<file path="src/rtl/dep_matrix_scheduler_if.sv">
// Handshake bundle between the instruction buffer allocator, the completion
// broadcast network and functional-unit dispatch on one side, and the
// dependency matrix scheduler on the other.
//   alloc_valid/alloc_index/alloc_deps : write a new entry and its dependencies
//   complete_valid/complete_index      : CW completion broadcast ports
//   issue_ready                        : dispatch accepts slot k
//   issue_valid/issue_index            : IW issue offers
//   ready_positions                    : per-entry ready vector
//   occupancy/full                     : count of non-free entries
//   alloc_error                        : sticky illegal-alloc flag
// master = environment driving the scheduler, slave = the scheduler itself.
interface dep_matrix_scheduler_if #(
  parameter int BS  = 16,
  parameter int IW  = 2,
  parameter int CW  = 2,
  parameter int IXW = $clog2(BS)
);
  logic                     alloc_valid;
  logic [IXW-1:0]           alloc_index;
  logic [BS-1:0]            alloc_deps;
  logic [CW-1:0]            complete_valid;
  logic [CW*IXW-1:0]        complete_index;
  logic [IW-1:0]            issue_ready;
  logic [IW-1:0]            issue_valid;
  logic [IW*IXW-1:0]        issue_index;
  logic [BS-1:0]            ready_positions;
  logic [$clog2(BS+1)-1:0]  occupancy;
  logic                     full;
  logic                     alloc_error;

  modport master (
    output alloc_valid, alloc_index, alloc_deps,
    output complete_valid, complete_index, issue_ready,
    input  issue_valid, issue_index, ready_positions,
    input  occupancy, full, alloc_error
  );

  modport slave (
    input  alloc_valid, alloc_index, alloc_deps,
    input  complete_valid, complete_index, issue_ready,
    output issue_valid, issue_index, ready_positions,
    output occupancy, full, alloc_error
  );
endinterface

</file>
<file path="src/rtl/dep_matrix_scheduler.sv">
// Dependency matrix scheduler: BS entries, each with a FREE/WAITING/ISSUED
// state and a BS-bit mask of entries it still waits on. Completions clear
// their column and free the entry; up to IW ready entries are offered per
// cycle in round-robin order starting at prio_base.
// Ports:
//   clk : rising-edge clock
//   rst : synchronous active-high reset
//   bus : dep_matrix_scheduler_if slave modport (alloc, complete, issue,
//         ready_positions, occupancy, full, alloc_error)
module dep_matrix_scheduler #(
  parameter int BS = 16,
  parameter int IW = 2,
  parameter int CW = 2
) (
  input logic                   clk,
  input logic                   rst,
  dep_matrix_scheduler_if.slave bus
);
  localparam int IXW = $clog2(BS);
  localparam int OW  = $clog2(BS + 1);
  localparam logic [IXW-1:0] IDX_ONE = IXW'(1);

  typedef enum logic [1:0] {
    ST_FREE   = 2'd0,
    ST_WAIT   = 2'd1,
    ST_ISSUED = 2'd2
  } ent_st_t;

  ent_st_t        st       [BS];
  ent_st_t        st_nxt   [BS];
  logic [BS-1:0]  mask     [BS];
  logic [BS-1:0]  mask_nxt [BS];
  logic [IXW-1:0] prio_base, prio_nxt;
  logic           err, err_nxt;
  logic [OW-1:0]  occ, occ_nxt;

  logic [BS-1:0]  rdy;
  logic [BS-1:0]  free_vec;
  logic [BS-1:0]  comp_eff;
  logic [BS-1:0]  grant;
  logic [IW-1:0]  sel_vld;
  logic [IXW-1:0] sel_idx [IW];

  always_comb begin
    for (int i = 0; i < BS; i++) begin
      rdy[i]      = (st[i] == ST_WAIT) && (mask[i] == '0);
      free_vec[i] = (st[i] == ST_FREE);
    end
  end

  // Round-robin pick: slot k takes the (k+1)-th ready entry at or after
  // prio_base. The taken vector keeps slot offers distinct.
  always_comb begin
    logic [BS-1:0]  taken;
    logic [IXW-1:0] cand;
    logic           found;
    taken = '0;
    cand  = '0;
    found = 1'b0;
    for (int k = 0; k < IW; k++) begin
      sel_vld[k] = 1'b0;
      sel_idx[k] = '0;
      found      = 1'b0;
      for (int o = 0; o < BS; o++) begin
        cand = prio_base + IXW'(o);
        if (!found && rdy[cand] && !taken[cand]) begin
          found      = 1'b1;
          sel_vld[k] = 1'b1;
          sel_idx[k] = cand;
        end
      end
      if (found) taken[sel_idx[k]] = 1'b1;
    end
  end

  always_comb begin
    bus.issue_valid = sel_vld;
    bus.issue_index = '0;
    for (int k = 0; k < IW; k++) bus.issue_index[k*IXW +: IXW] = sel_idx[k];
  end

  assign bus.ready_positions = rdy;
  assign bus.occupancy       = occ;
  assign bus.full            = (occ == OW'(BS));
  assign bus.alloc_error     = err;

  always_comb begin
    logic [IXW-1:0] ci;
    logic [OW-1:0]  ncomp;
    logic           alloc_ok;
    logic [BS-1:0]  alloc_mask;
    ci       = '0;
    ncomp    = '0;
    comp_eff = '0;
    grant    = '0;
    prio_nxt = prio_base;

    // Only an ISSUED entry can complete; duplicates merge in the bit vector.
    for (int p = 0; p < CW; p++) begin
      ci = bus.complete_index[p*IXW +: IXW];
      if (bus.complete_valid[p] && (st[ci] == ST_ISSUED)) comp_eff[ci] = 1'b1;
    end

    // Later slots override, so prio_base follows the highest accepted slot.
    for (int k = 0; k < IW; k++) begin
      if (sel_vld[k] && bus.issue_ready[k]) begin
        grant[sel_idx[k]] = 1'b1;
        prio_nxt          = sel_idx[k] + IDX_ONE;
      end
    end

    alloc_ok = bus.alloc_valid && (st[bus.alloc_index] == ST_FREE);
    err_nxt  = err | (bus.alloc_valid && !alloc_ok);
    // The self bit is always dropped here: the target entry is FREE.
    alloc_mask = bus.alloc_deps & ~free_vec & ~comp_eff;

    for (int i = 0; i < BS; i++) begin
      st_nxt[i]   = st[i];
      mask_nxt[i] = mask[i] & ~comp_eff;
      case (st[i])
        ST_WAIT:   if (grant[i]) st_nxt[i] = ST_ISSUED;
        ST_ISSUED: if (comp_eff[i]) st_nxt[i] = ST_FREE;
        ST_FREE: begin
          if (alloc_ok && (bus.alloc_index == IXW'(i))) begin
            st_nxt[i]   = ST_WAIT;
            mask_nxt[i] = alloc_mask;
          end
        end
        default: st_nxt[i] = ST_FREE;
      endcase
    end

    for (int i = 0; i < BS; i++) ncomp = ncomp + OW'(comp_eff[i]);
    occ_nxt = occ + OW'(alloc_ok) - ncomp;
  end

  always_ff @(posedge clk) begin
    if (rst) begin
      for (int i = 0; i < BS; i++) begin
        st[i]   <= ST_FREE;
        mask[i] <= '0;
      end
      prio_base <= '0;
      err       <= 1'b0;
      occ       <= '0;
    end else begin
      for (int i = 0; i < BS; i++) begin
        st[i]   <= st_nxt[i];
        mask[i] <= mask_nxt[i];
      end
      prio_base <= prio_nxt;
      err       <= err_nxt;
      occ       <= occ_nxt;
    end
  end
endmodule

</file>
<file path="src/flat_wrapper.sv">
// flat-port wrapper written by rule: the top's interface ports become plain ports
module dep_matrix_scheduler_flat 
#(
  parameter int BS = 16,
  parameter int IW = 2,
  parameter int CW = 2
)
  (clk, rst, bus_alloc_valid, bus_alloc_index, bus_alloc_deps, bus_complete_valid, bus_complete_index, bus_issue_ready, bus_issue_valid, bus_issue_index, bus_ready_positions, bus_occupancy, bus_full, bus_alloc_error);
  dep_matrix_scheduler_if #(.BS(BS), .IW(IW), .CW(CW)) bus_i ();
  input logic clk;
  input logic rst;
  input wire logic [$bits(bus_i.alloc_valid)-1:0] bus_alloc_valid;
  input wire logic [$bits(bus_i.alloc_index)-1:0] bus_alloc_index;
  input wire logic [$bits(bus_i.alloc_deps)-1:0] bus_alloc_deps;
  input wire logic [$bits(bus_i.complete_valid)-1:0] bus_complete_valid;
  input wire logic [$bits(bus_i.complete_index)-1:0] bus_complete_index;
  input wire logic [$bits(bus_i.issue_ready)-1:0] bus_issue_ready;
  output wire logic [$bits(bus_i.issue_valid)-1:0] bus_issue_valid;
  output wire logic [$bits(bus_i.issue_index)-1:0] bus_issue_index;
  output wire logic [$bits(bus_i.ready_positions)-1:0] bus_ready_positions;
  output wire logic [$bits(bus_i.occupancy)-1:0] bus_occupancy;
  output wire logic [$bits(bus_i.full)-1:0] bus_full;
  output wire logic [$bits(bus_i.alloc_error)-1:0] bus_alloc_error;
  assign bus_i.alloc_valid = bus_alloc_valid;
  assign bus_i.alloc_index = bus_alloc_index;
  assign bus_i.alloc_deps = bus_alloc_deps;
  assign bus_i.complete_valid = bus_complete_valid;
  assign bus_i.complete_index = bus_complete_index;
  assign bus_i.issue_ready = bus_issue_ready;
  assign bus_issue_valid = bus_i.issue_valid;
  assign bus_issue_index = bus_i.issue_index;
  assign bus_ready_positions = bus_i.ready_positions;
  assign bus_occupancy = bus_i.occupancy;
  assign bus_full = bus_i.full;
  assign bus_alloc_error = bus_i.alloc_error;
  dep_matrix_scheduler #(.BS(BS), .IW(IW), .CW(CW)) u_core (.clk(clk), .rst(rst), .bus(bus_i));
endmodule
</file>
<file path="config.mk">
export PLATFORM = sky130hd
export DESIGN_NAME = dep_matrix_scheduler_flat
export DESIGN_NICKNAME = d
export VERILOG_FILES = /design/src/rtl/dep_matrix_scheduler_if.sv /design/src/rtl/dep_matrix_scheduler.sv /design/src/flat_wrapper.sv
export SDC_FILE = /design/constraint.sdc
export NUM_CORES = 1
export LEC_CHECK = 0
export BUFFER_PORTS_ARGS = -buffer_cell sky130_fd_sc_hd__buf_2
export CAP_MARGIN = 20
export CORE_MARGIN = 4
export CORE_UTILIZATION = 45
export CTS_BUF_LIST = sky130_fd_sc_hd__clkbuf_4 sky130_fd_sc_hd__clkbuf_8 sky130_fd_sc_hd__clkbuf_16
export CTS_CLUSTER_SIZE = 12
export DETAILED_ROUTE_END_ITERATION = 10
export GPL_TIMING_DRIVEN = 1
export MAX_ROUTING_LAYER = met4
export PLACE_DENSITY = 0.67
export SLEW_MARGIN = 0
export SYNTH_ARGS = -nofsm -noshare
export SYNTH_HDL_FRONTEND = slang
export SYNTH_SLANG_ARGS = --single-unit
</file>
<file path="constraint.sdc">
create_clock -name clk -period 21.4 [get_ports clk]
set_clock_uncertainty 0.05 [all_clocks]
set_input_delay 1.07 -clock clk [delete_from_list [all_inputs] [get_ports clk]]
set_output_delay 1.07 -clock clk [all_outputs]
set_load 0.02 [all_outputs]
</file>
# [After elaboration in Yosys (flattened, before gate mapping)]
# Memories as Yosys holds them, arrays and structs flattened. A register that Yosys moved wholly into a read port is not among the register bits.
# Index checks and enable logic that the tools add are counted.
[classes] bitwise=55 n_addsub=34 n_eq_ne=50 muxes=292 reduce_logical=202 magnitude_cmp=24
[op_table] op="16-bit two-way mux" count=53
[op_table] op="16-bit bitwise AND" count=18
[op_table] op="16-bit logical NOT" count=16
[op_table] op="4-bit two-way mux" count=36
[op_table] op="1-bit binary-select mux with 4-bit select" count=32
[op_table] op="2-bit two-way mux" count=64
[op_table] op="1-bit logical AND" count=104
[op_table] op="4-bit by 5-bit less-than comparator with 1-bit output (second input constant)" count=20
[op_table] op="2-bit one-hot mux with 3 select lines" count=16
[op_table] op="1-bit two-way mux" count=87
[op_table] op="5-bit by 1-bit adder with 5-bit output" count=15
[op_table] op="1-bit logical NOT" count=63
[op_table] op="2-bit == test (second input constant)" count=18
[op_table] op="2-bit logical NOT" count=17
[op_table] op="1-bit bitwise OR" count=33
[op_table] op="4-bit adder (second input constant)" count=8
[op_table] op="2-bit by 1-bit == test with 1-bit output (second input constant)" count=16
[op_table] op="4-bit == test (second input constant)" count=8
[op_table] op="16-bit NOT" count=2
[op_table] op="16-bit bitwise OR" count=2
[op_table] op="4-bit by 3-bit adder with 4-bit output (second input constant)" count=4
[op_table] op="1-bit demux with 4-bit select" count=4
[op_table] op="4-bit by 3-bit == test with 1-bit output (second input constant)" count=4
[op_table] op="4-bit by 1-bit greater-or-equal comparator with 1-bit output (second input constant)" count=4
[op_table] op="9 further kinds" count=13
[word_totals] in_bits=35 ramBits=288 memories=18 romBits=256 out_inout_bits=33 ff_bits=10 word_cells=678
[memory_table] name="u_core.mask" depth=16 word_bits=16 rd=16 rd_ports_with_merged_regs=0 write_ports=16 line="dep_matrix_scheduler.sv:31" rtl="logic [BS-1:0] mask [BS];"
[memory_table] name="u_core.st" depth=16 word_bits=2 rd=19 rd_ports_with_merged_regs=0 write_ports=16 line="dep_matrix_scheduler.sv:29" rtl="ent_st_t st [BS];"
[memory_table] name="(name not given)" depth=16 word_bits=1 rd=1 rd_ports_with_merged_regs=1 write_ports=0 line="dep_matrix_scheduler.sv:66" rtl="if (!found && rdy[cand] && !taken[cand]) begin"
[memory_table] name="(name not given)" depth=16 word_bits=1 rd=1 rd_ports_with_merged_regs=0 write_ports=0 line="dep_matrix_scheduler.sv:66"
[memory_table] name="(name not given)" depth=16 word_bits=1 rd=1 rd_ports_with_merged_regs=0 write_ports=0 line="dep_matrix_scheduler.sv:66"
[memory_table] name="(name not given)" depth=16 word_bits=1 rd=1 rd_ports_with_merged_regs=0 write_ports=0 line="dep_matrix_scheduler.sv:66"
[memory_table] name="+12 memories"

# [Longest topological paths before layout]
# Gate-level depths: netlist of the first run.
# An unclocked memory read counts as a cell.
[depth] word_depth=146 depth_mapped=37 depth_no_buf=28

# [Worst setup path after synthesis of the first run]
# No wires, ideal clock.
[synth_timing] kind="flip-flop to output port" start="reg u_core.prio_base[1]" end="out bus_issue_index[6]" path_buffers=8 stages_incl_launch_ff=33 path_slack_ps=13745 required_ps=20280 arrival_ps=6535 path_cell_list="dfxtp_1 -> buf_4 -> inv_2 -> buf_1 -> buf_6 -> ha_1 -> inv_1 -> clkbuf_1 -> nand3_1 -> o221ai_1 -> a21oi_1 -> or4_1 -> a21boi_4 -> nand4b_2 -> and3b_1 -> nand3b_1 -> a2111oi_1 -> a311o_4 -> inv_6 -> buf_6 -> nor3_1 -> a21oi_1 -> o21ai_2 -> and4_1 -> buf_4 -> nand2_1 -> or4b_1 -> a221oi_1 -> o21ai_1 -> a21o_1 -> buf_6 -> clkinv_4 -> buf_4"
[synth_via] elab_chain_len=134
[synth_rtl] element="from (decl)" line="dep_matrix_scheduler.sv:33" rtl="logic [IXW-1:0] prio_base, prio_nxt;"
[synth_rtl] element="from (signal assigned)" line="dep_matrix_scheduler.sv:151" rtl="prio_base <= prio_nxt;"
[synth_rtl] element="parallel branches: the longest is 63 deep, another holds 4-bit by 1-bit adder with 4-bit output"
[synth_rtl] element="4-bit two-way mux *" line="dep_matrix_scheduler.sv:66"
[synth_rtl] element="net bus_issue_index[2]" line="flat_wrapper.sv:19" rtl="output wire logic [$bits(bus_i.issue_index)-1:0] bus_issue_index;"
[synth_rtl] element="4-bit by 5-bit less-than comparator with 1-bit output (implied by the code) / 4-bit by 1-bit greater-or-equal comparator with 1-bit output (equally long branches)" line="dep_matrix_scheduler.sv:72" rtl="if (found) taken[sel_idx[k]] = 1'b1;"
[synth_rtl] element="1-bit logical AND (implied by the code)" line="dep_matrix_scheduler.sv:72"
[synth_rtl] element="1-bit two-way mux (implied by the code)" line="dep_matrix_scheduler.sv:72"
[synth_rtl] element="1-bit demux with 4-bit select *"
[synth_rtl] element="16-bit two-way mux *" line="dep_matrix_scheduler.sv:72"
[synth_rtl] element="[54 not listed]"
[synth_rtl] element="1-bit logical AND (2 in a row)" line="dep_matrix_scheduler.sv:66"
[synth_rtl] element="1-bit two-way mux" line="dep_matrix_scheduler.sv:66"
[synth_rtl] element="1-bit logical NOT" line="dep_matrix_scheduler.sv:66"
[synth_rtl] element="1-bit logical AND (2 in a row)" line="dep_matrix_scheduler.sv:66"
[synth_rtl] element="1-bit two-way mux" line="dep_matrix_scheduler.sv:66"
[synth_rtl] element="1-bit logical NOT" line="dep_matrix_scheduler.sv:66"
[synth_rtl] element="1-bit logical AND (2 in a row)" line="dep_matrix_scheduler.sv:66"
[synth_rtl] element="4-bit two-way mux *" line="dep_matrix_scheduler.sv:66"
[synth_rtl] element="to (decl)" line="flat_wrapper.sv:19"
# Mark *: on every way through the listed nets, which the timed path passes. The select of a mux whose other input is x is not followed.

# [Worst setup path in the final report of the first run]
[layout_timing] start="reg u_core.prio_base[0]" end="out bus_issue_index[6]"
[layout_via] elab_chain_len=134
[layout_rtl] element="parallel branches: the longest is 133 deep, another holds 4-bit by 1-bit adder with 4-bit output"
[layout_rtl] element="4-bit two-way mux *" line="dep_matrix_scheduler.sv:66"
# Every way passes the cells marked *. The select of a mux whose other input is x is not followed.

==> flow_summary.yaml, run 1 <==
yosys:
  syn_avg_cell_area_um2: 7.44
  syn_inst: 2691
  async_reset_ff_share_pct: 0
  synth-seq-area-share_pct: 29.8
  synth_nets: 2762
  synth_mux_area_share_pct: 2.51
  ys.flop_type: "dfxtp_1"
  synthDistinctLibCells: 128
  ys_ff_latch: 298
  synth_area_um2: 20000
  synth_edf_count: 0
  synthSimpleGateAreaFrac_pct: 33.4
  synth_compound_area_share_pct: 24.4
  synthAdderAreaFrac_pct: 2.78
  synth_top_family_by_area: "simple AND/OR/NAND/NOR gates"
  yosys_warnings: 0
  synth-xor-area-share_pct: 1.29
job:
  drv_cap: 0
placement:
  numPortBuffers: 67
  dp_hpwl_mm: 66.7
  gp_congestion: 1.14
route:
  postRouteAntennaNets: 0
  wl_mm: 91.7
  drt_iter0_drc: 3166
  vias: 21900
  viasPerCell: 6.67
  drc: 0
  drt_first_pass_iters: 8
  drt-wirelength-per-cell_um: 27.9
global_route:
  grt_start_max_net_pins: 60
  met3_usage_pct: 6.41
  antenna_found_initial: 2
  grt_remaining_overflow: 0
  met2_usage_pct: 58.0
  use_met1_pct: 48.5
  grt_pass1_vias: 19900
  grt.total_usage_pct: 37.8
  gr-max-usage-layer: "met2"
  grt_pass1_wl_mm: 133
cells_and_area:
  layout-drive-gt1-share_pct: 12.7
  seq_area_um2: 5970
  area_growth_pct: 8.64
  nFillCells: 4396
  nets: 2749
  multi_input_area_um2: 12900
floorplanning:
  die_x_um: 219
  rows: 76
  coreArea_um2: 43600
  die_h_um: 219
  start_util_pct: 45.9
  dieArea_um2: 47900
  ios: 68
clocking:
  clock_latency_ns: 0.56
  cts_setup_buffers: 0
  htree_levels: 2
  numCtsBuffers: 34
  cts_hold_buf: 0
  clock_sink_count: 298
  clk_pin_slew_worst_paths_ns: 0.05
  cts_tree: "yes"
  clockRootBuffer: "clkbuf_16"
  clk_path_buf_depth: 3
  cts_resized: 0
timing:
  slew_headroom_pct: 17.3
  final-max-slew-violation-count: 0
  period_share_pct: 50.1
  period_needed_ns: 10.72
  final.setup.tns_ns: 0
  rsz0062_at_grt: "false"
  finalHoldViolations: 0
  worst_pin_slew_ns: 1.24
  fmax_ghz: 0.0933
  setup_violations: 0
critical_path:
  cp.arrival_ns: 9.60
  cp-end-kind: "primary output"
  crit_path_max_fanout: 48
  path_class: "register to primary output"
  cp.required_ns: 20.28
  crit_path_start_kind: "register"
pwr:
  p_per_area_nw_per_um2: 205
  cellLeakagePower_nw: 7.53
  design_power_total_w: 0.00446
  peakVddDrop_mv: 0.262
min_path:
  hp-class: "register to register"
outcome:
  status: "complete, no violations"
==> kinds of logic (layout without fill, tap and decap cells) <==
family | count (synthesis) | count (layout)
flip-flops | 298 | 298
adder cells (fa/ha/maj) | 36 | 36
buffers and inverters | 247 | 254
XOR/XNOR | 23 | 23
other | 0 | 2
AO/OA/AOI/OAI | 724 | 724
AND/OR/NAND/NOR | 1326 | 1326
multiplexers | 37 | 37
==> sequential cells by signal (all words and copies together) (netlist names) <==
register                cells
u_core.prio_base            4
u_core.mask               256
u_core.bus.occupancy        5
u_core.st                  32
u_core.bus.alloc_error      1
==> cell usage after synthesis (21+ instances only) <==
master    instances  area (µm²)
a211oi_1         34         255
a21oi_1         307        1540
a31oi_1          21         131
clkbuf_1        111         417
dfxtp_1         298        5970
ha_1             22         275
inv_1            68         255
nand2_1         618        2320
nand2b_1         43         269
nand3_1         104         521
nand4_1          31         194
nor2_1          168         631
nor2b_1          30         188
nor3_1           82         410
nor4_1           63         394
nor4_2           26         325
o21ai_0          67         335
o221ai_1         21         184
o22ai_1          26         163
o32ai_1          42         368
or2_2            24         150
==> metal layers <==
layer  share of wire (%)  up-vias  routed length [µm]
met5                   0        -                   0
met4                 6.3        0                5750
met3                  10      341                9210
met2                  44     1393               40600
met1                  39    10400               36100
li1                    -     9723                   -
==> final timing paths <==
check / startpoint / to / slack, ns / depth (start not counted)
min reg2reg: u_core.mask[0][83]$_SDFF_PP0_ / u_core.mask[0][83]$_SDFF_PP0_ / 0.40 / 2
min: u_core.mask[0][83]$_SDFF_PP0_ / u_core.mask[0][83]$_SDFF_PP0_ / 0.40 / 2
max: u_core.prio_base[0]$_SDFFE_PP0P_ / bus_issue_index[6] / 10.68 / 23
max reg2reg: u_core.prio_base[0]$_SDFFE_PP0P_ / u_core.st[6][0]$_SDFFE_PP0P_ / 11.62 / 23
==> worst max-delay path, cell delays in order, from the launching register on <==
cell and delay (ns):
dfxtp_2 0.46, inv_1 0.43, ha_2 0.51, buf_4 0.59, o32ai_1 0.30, nor3_1 0.31, nor4_4 0.14, a21oi_1 0.52
nand4_1 0.54, nor2_1 0.52, a221oi_1 0.19, a31o_2 0.37, inv_1 0.43, nand3_1 0.32, o21ai_0 0.49, or2_1 0.30
and4_1 0.60, nand2_1 0.18, or4b_1 0.54, a221oi_1 0.28, o21ai_1 0.10, a21o_1 0.42, clkinv_4 0.25, buf_2 0.20
==> report_power, final <==
group / leakage (nW) / internal [W] / switching [W] / total [W]
Clock: 0.545 / 0.000334 / 0.000244 / 0.000578
Combinational: 4.58 / 0.000964 / 0.00232 / 0.00329
Sequential: 2.40 / 0.000572 / 0.0000177 / 0.000589
==> cell usage in the layout (no fill, tap or decap), drive strengths merged, types with 9 or more instances in the layout <==
cell type | Yosys | final
nand2 | 621 | 621
fa | 14 | 14
o211ai | 19 | 19
nand3b | 10 | 10
dfxtp | 298 | 298
ha | 22 | 22
xnor2 | 17 | 17
o221ai | 22 | 22
a31oi | 21 | 21
mux2i | 18 | 18
a21o | 15 | 15
nor3b | 20 | 20
nand3 | 109 | 109
nor4 | 98 | 98
o21a | 20 | 20
nor4b | 14 | 14
o31ai | 10 | 10
nor2b | 30 | 30
clkbuf | 114 | 47
a211oi | 36 | 36
a22oi | 15 | 15
a221oi | 9 | 9
a21oi | 312 | 312
or3 | 17 | 17
nor3 | 83 | 83
o22ai | 26 | 26
nand4 | 33 | 33
o2111ai | 10 | 10
inv | 71 | 74
and2 | 11 | 11
nor2 | 172 | 172
buf | 57 | 123
or2 | 34 | 34
o21ai | 77 | 77
o32ai | 46 | 46
mux2 | 10 | 10
nand2b | 43 | 43
mux4 | 9 | 9
==> final cells by class <==
type / instances / share of cell area [%]
clock inverters: 9 / 0.599
multi-input cells: 2146 / 59.3
well taps: 585 / 3.37
clock buffers: 47 / 4.45
flip-flops and latches: 298 / 27.5
repair buffers: 123 / 3.49
diodes: 2 / 0.0230
inverters: 75 / 1.34
==> through the flow <==
step                      hold WS, ns  util (%)  std cells  instance area [µm²]  worst slack [ns]
after detailed placement        0.396      47.3       3222                20600             11.50
after global placement          0.392      47.3       3221                20600             11.57
after global routing            0.425      49.9       3285                21700             10.23
final                           0.403      49.9       3285                21700             10.68
after CTS                       0.404      49.8       3278                21700             10.92
after floorplan                 0.386         -       2691                20000             13.74
No activity file was read; power rests on OpenSTA's default activity.
==> inputs of run 2 (changes only) <==
Clock period 21.4 ns to 10.13 ns, I/O delays scaled along.
==> run 2 against run 1 <==
  * Worst hold slack worse by 0.29 ns
  * Via count is 0.32% higher
  * Total power is 110% higher
  * Combinational power is 110% higher
  * Final cell count is 0.21% lower
  * Utilization is 0.37 points lower
  * Non-clock buffer count is 1 higher
  * First-iteration DRC count is 1.5% higher
  * Die area stayed put
  * Clock power is 85% higher
  * Sequential cell count stayed put
  * Worst setup slack worse by 10 ns
  * Critical path type unchanged
  * Critical endpoint unchanged
==> flow_summary.yaml, run 2 (same netlist as run 1, synthesis figures left out) <==
floorplanning:
  rows: 76
  start_util_pct: 45.9
  coreArea_um2: 43600
  die_h_um: 219
  ios: 68
  dieArea_um2: 47900
  die_x_um: 219
placement:
  dpl_worst_slack_ns: 1.15
  gp_congestion: 1.14
  dp_hpwl_mm: 64.2
  numPortBuffers: 67
global_route:
  grt_start_max_net_pins: 60
  grt_remaining_overflow: 0
  grt.total_usage_pct: 36.3
  grt_pass1_wl_mm: 129
  grt_pass1_vias: 20200
  antenna_found_initial: 1
timing:
  slew_headroom_pct: 14.5
  period_share_pct: 95.5
  setup_violations: 0
  worst_pin_slew_ns: 1.28
  hold_ws_ns: 0.117
  rsz0062_at_grt: "false"
  setup_ws_ns: 0.456
  period_needed_ns: 9.67
  final.setup.tns_ns: 0
  fmax_ghz: 0.103
  finalHoldViolations: 0
  final-max-slew-violation-count: 0
route:
  vias: 22000
  drt_first_pass_iters: 10
  drt-wirelength-per-cell_um: 27.0
  drc: 0
  wl_mm: 88.4
  postRouteAntennaNets: 0
  viasPerCell: 6.70
  drt_iter0_drc: 3212
cells_and_area:
  area_growth_pct: 7.83
  largest_register_ffs: 256
  final_cell_mix: "618 x nand2_1, 307 x a21oi_1, 295 x dfxtp_1"
  layout-drive-gt1-share_pct: 12.5
  final_common_cell: "nand2_1"
  nFillCells: 4384
  nets: 2747
  largest-register: "u_core.mask"
clocking:
  cts_setup_buffers: 0
  cts_hold_buf: 0
  numCtsBuffers: 31
  clock_sink_count: 298
  cts_resized: 0
  clk_pin_slew_worst_paths_ns: 0.06
  clockRootBuffer: "clkbuf_16"
  clock_latency_ns: 0.59
  cts_tree: "yes"
  clk_path_buf_depth: 3
  htree_levels: 1
critical_path:
  path_class: "register to primary output"
  crit_path_start_kind: "register"
  crit_path_max_fanout: 28
  cpPeakStageDelay_ns: 0.75
  cp.arrival_ns: 9.12
  crit_top_cell: "buf_4"
  cp-end-kind: "primary output"
  critPathSlowestCell: "a2111oi_2"
  cp.required_ns: 9.57
pwr:
  internal-power_w: 0.00387
  power_switching_w: 0.00539
  combPwrFrac_pct: 74.8
  cellLeakagePower_nw: 7.46
  design_power_total_w: 0.00926
  peakVddDrop_mv: 0.408
  power.share.sequential_pct: 13.7
  p_clk_share_pct: 11.5
  p_per_area_nw_per_um2: 429
  swShare_pct: 58.2
min_path:
  hp-class: "input pin to register"
job:
  drv_cap: 0
outcome:
  status: "complete, no violations"
==> run 2: cell types whose count changed in the layout (fill, tap and decap cells not counted), sizes merged <==
cell	previous run	this run
buf	123	124
diode	2	1
clkinv	8	11
clkbuf	47	40
inv	74	72
bufinv	1	0
==> run 2: area by class of cell <==
cell class                      instances  area, µm²  area share (%)
Clock inverter                          9       51.3           0.238
Inverter                               75        292            1.35
Tap cell                              585        732            3.39
Antenna cell                            1       2.50          0.0116
Clock buffer                           40        862            4.00
Sequential cell                       298       5970            27.7
Timing Repair Buffer                  124        764            3.54
Multi-Input combinational cell       2146      12900            59.8
==> run 2: path summary, 6_finish.rpt <==
kind	from	to	slack [ns]	depth (start not counted)
worst max-delay path	u_core.prio_base[1]$_SDFFE_PP0P_	bus_issue_index[6]	0.46	25
worst min register to register	u_core.mask[0][192]$_SDFF_PP0_	u_core.mask[0][192]$_SDFF_PP0_	0.41	2
worst max register to register	u_core.prio_base[1]$_SDFFE_PP0P_	u_core.st[3][1]$_SDFFE_PP0P_	1.15	26
worst min-delay path	bus_alloc_valid	u_core.bus.alloc_error$_SDFF_PP0_	0.12	3
==> run 2: worst max-delay path: cells and delay by family, from the launching register on <==
family | cells | cell delay, ns
compound gates | 7 | 2.64
fa+ha+maj | 1 | 0.38
simple gates | 10 | 2.52
buf+inv | 6 | 1.92
xor+xnor | 1 | 0.35
flops | 1 | 0.65
==> run 2: through the flow <==
stage                     util, %  area [µm²]  instances
after floorplan                 -       20000       2691
final                        49.5       21600       3278
after global routing         49.5       21600       3278
after CTS                    49.4       21500       3272
after global placement       47.3       20600       3222
after detailed placement     47.3       20600       3223
==> run 2: power groups by stage <==
stage	combinational, W	clock [W]	sequential [W]
finish	0.00692	0.00107	0.00127
floorplan	0.00497	0	0.00126
global route	0.00729	0.00112	0.00127
global placement	0.00673	0	0.00129
detailed placement	0.00663	0	0.00129
CTS	0.00666	0.00107	0.00127
==> run 2: routing by layer <==
metal	global-route usage, %	up-vias	routed length, µm
met4	18.7	0	5750
met3	6.69	389	9910
met5	-	-	0
met2	54.4	1562	38400
li1	-	9713	-
met1	46.8	10300	34400
